File: src/rtl/cpu_types_pkg.sv
// Shared CPU types: word type, instruction-cache geometry, frame layout and FSM states.
package cpu_types_pkg;

  typedef logic [31:0] word_t;

  localparam int ITAG_W        = 26;
  localparam int IIDX_W        = 4;
  localparam int ICACHE_FRAMES = 16;

  typedef struct packed {
    logic              valid;
    logic [ITAG_W-1:0] tag;
    word_t             data;
  } icache_frame_t;

  typedef enum logic {
    IDLE  = 1'b0,
    FETCH = 1'b1
  } icache_state_t;

endpackage

File: src/rtl/icache.sv
// Direct-mapped, read-only instruction cache: 16 one-word frames, zero-cycle
// hit lookup, and a single outstanding miss fetched from the memory controller.
module icache
  import cpu_types_pkg::*;
(
  input  logic  CLK,
  input  logic  RST,
  input  logic  imemREN,
  input  word_t imemaddr,
  output logic  ihit,
  output word_t imemload,
  output logic  iREN,
  output word_t iaddr,
  input  logic  iwait,
  input  word_t iload
);

  icache_frame_t             frames_q [ICACHE_FRAMES];
  icache_state_t             state_q, state_d;
  word_t                     miss_addr_q, miss_addr_d;
  logic                      fill;

  logic [ITAG_W-1:0]         req_tag, miss_tag;
  logic [IIDX_W-1:0]         req_idx, miss_idx;

  assign req_tag  = imemaddr[31:6];
  assign req_idx  = imemaddr[5:2];
  assign miss_tag = miss_addr_q[31:6];
  assign miss_idx = miss_addr_q[5:2];

  // Combinational lookup; only answers while idle so a pending fill never aliases a hit.
  always_comb begin
    ihit     = imemREN && (state_q == IDLE) && frames_q[req_idx].valid &&
               (frames_q[req_idx].tag == req_tag);
    imemload = frames_q[req_idx].data;
    iREN     = (state_q == FETCH);
    iaddr    = miss_addr_q;
  end

  // Next-state logic: start a fetch on a missed request, return to idle when memory answers.
  always_comb begin
    // NOTE: every output of this block is given a default first, so no path leaves one unassigned and no latch is inferred.
    state_d     = state_q;
    miss_addr_d = miss_addr_q;
    fill        = 1'b0;
    unique case (state_q)
      IDLE: begin
        if (imemREN && !ihit) begin
          state_d     = FETCH;
          miss_addr_d = {imemaddr[31:2], 2'b00};
        end
      end
      FETCH: begin
        // The latched address completes even if the datapath changes or drops its request.
        if (!iwait) begin
          state_d = IDLE;
          fill    = 1'b1;
        end
      end
      default: state_d = IDLE;
    endcase
  end

  // FSM state and miss-address registers.
  always_ff @(posedge CLK) begin
    // NOTE: sequential state uses non-blocking assignments so every register samples pre-edge values.
    if (RST) begin
      state_q     <= IDLE;
      miss_addr_q <= '0;
    end else begin
      state_q     <= state_d;
      miss_addr_q <= miss_addr_d;
    end
  end

  // Frame array: reset clears only the valid bits; a fill overwrites the indexed frame.
  always_ff @(posedge CLK) begin
    if (RST) begin
      // NOTE: tag and data storage is left unreset; cleared valid bits make their contents irrelevant.
      for (int i = 0; i < ICACHE_FRAMES; i++) begin
        frames_q[i].valid <= 1'b0;
      end
    end else if (fill) begin
      frames_q[miss_idx] <= '{valid: 1'b1, tag: miss_tag, data: iload};
    end
  end

endmodule

File: config.mk
export PLATFORM = sky130hd
export DESIGN_NAME = icache
export DESIGN_NICKNAME = d
export VERILOG_FILES = /design/src/rtl/cpu_types_pkg.sv /design/src/rtl/icache.sv
export SDC_FILE = /design/constraint.sdc
export NUM_CORES = 1
export LEC_CHECK = 0
export ABC_AREA = 1
export BUFFER_PORTS_ARGS = -buffer_cell sky130_fd_sc_hd__buf_2
export CORE_ASPECT_RATIO = 1.4
export CORE_MARGIN = 8
export CORE_UTILIZATION = 30
export DETAILED_ROUTE_END_ITERATION = 8
export SLEW_MARGIN = 10
export SYNTH_ARGS = -nofsm -noshare
export SYNTH_HDL_FRONTEND = slang
export SYNTH_SLANG_ARGS = --single-unit
File: constraint.sdc
create_clock -name CLK -period 4.1 [get_ports CLK]
set_clock_uncertainty 0.05 [all_clocks]
set_input_delay 0.205 -clock CLK [delete_from_list [all_inputs] [get_ports CLK]]
set_output_delay 0.205 -clock CLK [all_outputs]
set_load 0.01 [all_outputs]
== Yosys cells after proc, flatten, opt, wreduce, memory -nomap -nowiden ==
Memory sizes are Yosys's and may differ from the RTL's.
Index checks and enable logic that the tools add are counted.

* Register bits: 31
* RAM bits: 944
* Bits of input ports: 68
* Output and inout bits: 66
* Logic and storage cells: 25
* Memories kept: 1

{| class="wikitable"
|+ Memories
! memory !! depth !! width !! rd ports !! clocked after Yosys merged registers in !! wr ports !! line !! source
|-
| frames_q || 16 || 59 || 1 || 0 || 16 || icache.sv:18 || <nowiki>icache_frame_t frames_q [ICACHE_FRAMES];</nowiki>
|}

* Equality and inequality tests: 1
* Multiplexer cells: 13
* Bitwise operators: 1
* Reductions and logical operators: 7

{| class="wikitable"
|+ Operator list
! operator !! number
|-
| $mux W59 || 1
|-
| $reduce_or A59 Y1 || 1
|-
| $eq A26 B26 Y1 || 1
|-
| $mux W1 || 9
|-
| $logic_and A1 B1 Y1 || 4
|-
| $mux W4 || 1
|-
| $mux W2 || 1
|-
| $pmux W1 S2 || 1
|-
| $reduce_and A2 Y1 || 1
|-
| $logic_not A1 Y1 || 1
|-
| $not A1 Y1 || 1
|}

== Depth between registers and ports, before layout ==
* Depth after elaboration: 8
* Mapped depth: 22
* Gate-level depth less buffers: 18

== Worst setup path after synthesis ==
OpenSTA, ideal clock, no wires.

* Path type: register to register
* From: reg state_q (netlist: iREN)
* To: mem frames_q[13][0] (netlist name), enable pin
* Setup time: 0.474 ns
* Data arrival time: 3.457 ns
* Data required time: 3.576 ns
* Slack: 0.119 ns
* Stages on the path, launching flop included: 5
* Path buffers: 0
* Period minus slack after synthesis: 3.981 ns
* Cells stage by stage: dfxtp_1 > inv_1 > nor3_1 > nand3_1 > nor2_1

{| class="wikitable"
|+ RTL lines
! item !! line !! source
|-
| start: declaration || icache.sv:19 || <nowiki>icache_state_t state_q, state_d;</nowiki>
|-
| start signal: assignment || icache.sv:71 || <nowiki>state_q <= state_d;</nowiki>
|-
| end: declaration || icache.sv:18 ||
|}

== Final worst setup path ==
* From: in imemaddr[2]
* To: out imemload[18]

* Word-level cells in the longest chain between the ends: 1

{| class="wikitable"
|+ RTL lines
! item !! line !! source
|-
| start: declaration || icache.sv:9 || <nowiki>input word_t imemaddr,</nowiki>
|-
| $mem_v2 Z16 W59 || -- ||
|-
| end: declaration || icache.sv:11 || <nowiki>output word_t imemload,</nowiki>
|}

No other way between the ends.

==> flow_summary.ini <==
[synthesis]
ys_seq_area_share_pct = 72.7
yosys_warnings = 0
syn_area_um2 = 39600
synth_mux_area_share_pct = 0
synth_cell_types = 28
synth_largest_area_cell = edfxtp_1
synthAdderAreaFrac_pct = 0
synthTopCellsByArea = edfxtp_1, nand2_1, nor2_1
synth-compound-area-share_pct = 7.72
syn_area_per_cell_um2 = 11.8
ys_seq_elements = 975
netlist_instances = 3352
synth_top_family_by_area = simple AND/OR/NAND/NOR gates
synth-xor-area-share_pct = 0
synth_simple_gate_area_share_pct = 14.9
synthDominantCellAreaShare_pct = 70.4

[setup_path]
cp.required_ns = 3.85
cp_num_cells = 8
slowest_stage = buf_4
cp-end-kind = primary output
arrival_ns = 2.70
path_cells = buf_8, buf_12, buf_4, o21ai_0, o221ai_1, o211ai_1, nand2_1, buf_2
cp_max_fo = 176
timing.critical_path.max_delay_family = buffers and inverters
crit_buf_inv = 4
worstRegToRegCells = 17
cp-start-kind = input pin
crit_type = in2out
critical-path-max-stage-delay_ns = 0.70

[power]
p_int_mw = 16.6
combPwrFrac_pct = 6.2
switching_share_pct = 22.6
seqPwrFrac_pct = 51.6
powerDensity_nw_per_um2 = 464
peakVddDrop_mv = 0.429
clock_power_share_pct = 42.2
power.switching_mw = 4.87
power.leakage_nw = 16.6

[place]
gp_congestion = 0.779
dp_hpwl_um = 58200
io_buffer_count = 129
post-place-cells = 5106

[clock_tree]
clk_pin_slew_ns = 0.06
htreeDepth = 3
clock_path_buffers = 3
clock-root-buffer = clkbuf_16
cts_tree = yes
clock_sinks = 975
cts_made_buffers = 102
hold_buffers = 61
insertion_delay_ns = 0.68
cts_setup_buffers = 0
cts_resized = 0

[layout]
mostFrequentLayoutCell = edfxtp_1
drive_gt1_share_pct = 10.5
nets = 3579
layout_common_cells = edfxtp_1, nand2_1, nor2_1
final_util_pct = 35.2
fin_cells = 5359
syn_to_final_growth_pct = 17.0

[sta]
hold_slack_ns = 0.189
period_minus_slack_ns = 2.96
rsz0062_at_grt = false
tns_ns = 0
timing.slew.headroom_pct = 30.3
timing.fmax_mhz = 338
setup_viol_count_final = 0
min_period_over_period_pct = 72.1
timing_hold_violations_final = 0
worstMarginPinSlew_ns = 1.04
slew_viol_final = 0

[die]
start_util_pct = 30.1
dieHeight_um = 446
die_w_um = 323
ios = 134
core_area_um2 = 132000
dieArea_um2 = 144000
rows = 158

[worst_hold_path]
min_path_type = in2reg
holdPathStages = 5

[routing]
wl_um = 110000
drtIter0Drc = 2682
vias = 26189
post_drt_wl_per_cell_um = 20.5
detail-route-antenna-nets = 0
remaining_drc_errors = 0
dr.pass1.iters = 5
viasPerCell = 4.89

[global_route]
grt_pass1_wl_um = 162000
gr-usage-all-layers_pct = 14.8
antenna_found_initial = 12
overflow = 0
grt_start_max_net_pins = 177
grt_pass1_vias = 25123

[flow_run]
drv_cap = 0

[outcome]
status = completed
[power groups by stage]
stage / Sequential, mW / Combinational (mW) / Clock [mW]
3_3_place_gp: 11.3 / 1.29 / 0
4_1_cts: 11.1 / 1.36 / 9.25
5_1_grt: 11.1 / 1.48 / 9.61
3_5_place_dp: 11.3 / 1.30 / 0
6_report: 11.1 / 1.34 / 9.07
2_1_floorplan: 11.3 / 0.763 / 0
[metrics by stage]
stage | setup slack [ns] | power (mW) | cell area (um2)
after global placement | 0.814 | 12.6 | 42400
after global routing | 0.965 | 22.2 | 46300
after detailed placement | 0.829 | 12.6 | 42400
final | 1.14 | 21.5 | 46400
after floorplan | 0.119 | 12.0 | 39600
after CTS | 1.14 | 21.7 | 46300
[routing by layer]
layer	GRT usage [%]	share of wire, %
met5	0	0.036
met4	4.53	2.5
met3	2.79	7.3
met1	19.2	41
met2	25.0	49
[sequential cells by signal (all words and copies together), names as in the netlist]
signal    flops
frames_q    944
iaddr        30
iREN          1
[logic make-up (layout without fill, tap and decap cells)]
logic type,after synthesis,after routing
other,1,7
AO/OA/AOI/OAI,502,502
buffers and inverters,415,656
AND/OR/NAND/NOR,1459,1459
flip-flops,975,975
[final timing paths]
path / from / end / slack, ns
setup / recovery: imemaddr[2] / imemload[18] / 1.14
hold / removal: imemaddr[2] / iaddr[2] / 0.19
setup reg to reg: frames_q[13][49] / iREN / 1.28
hold reg to reg: frames_q[0][58] / frames_q[0][58] / 0.42
[synthesized netlist by cell type]
master / instances
edfxtp_1: 928
nand2_1: 675
nor2_1: 452
nand3_1: 320
o21ai_0: 291
inv_1: 201
clkbuf_1: 113
o221ai_1: 92
o211ai_1: 54
o22ai_1: 51
dfxtp_1: 47
buf_2: 44
buf_6: 20
buf_4: 17
buf_1: 16
o21ai_1: 11
a21oi_1: 3
nor2_2: 3
or2_2: 3
inv_2: 2
or2_1: 2
clkinv_1: 1
conb_1: 1
inv_6: 1
nand2_2: 1
nand3b_1: 1
nand4_1: 1
nor3_1: 1
[layout make-up]
type                    count  area, um2
fillers                 12851      85300
flip-flops and latches    975      28800
multi-input cells        1963       9100
clock buffers             127       2700
well taps                1760       2200
repair buffers            264       2120
inverters                 205        795
clock inverters            60        619
diodes                      5       12.5
[worst min-delay path, stage by stage]
cell and delay (ns):
buf_8 0.13, clkinv_8 0.23, nand3_1 0.12, nand2_1 0.07, nor2_1 0.03
Note: power is estimated with default switching activity, not from simulation.
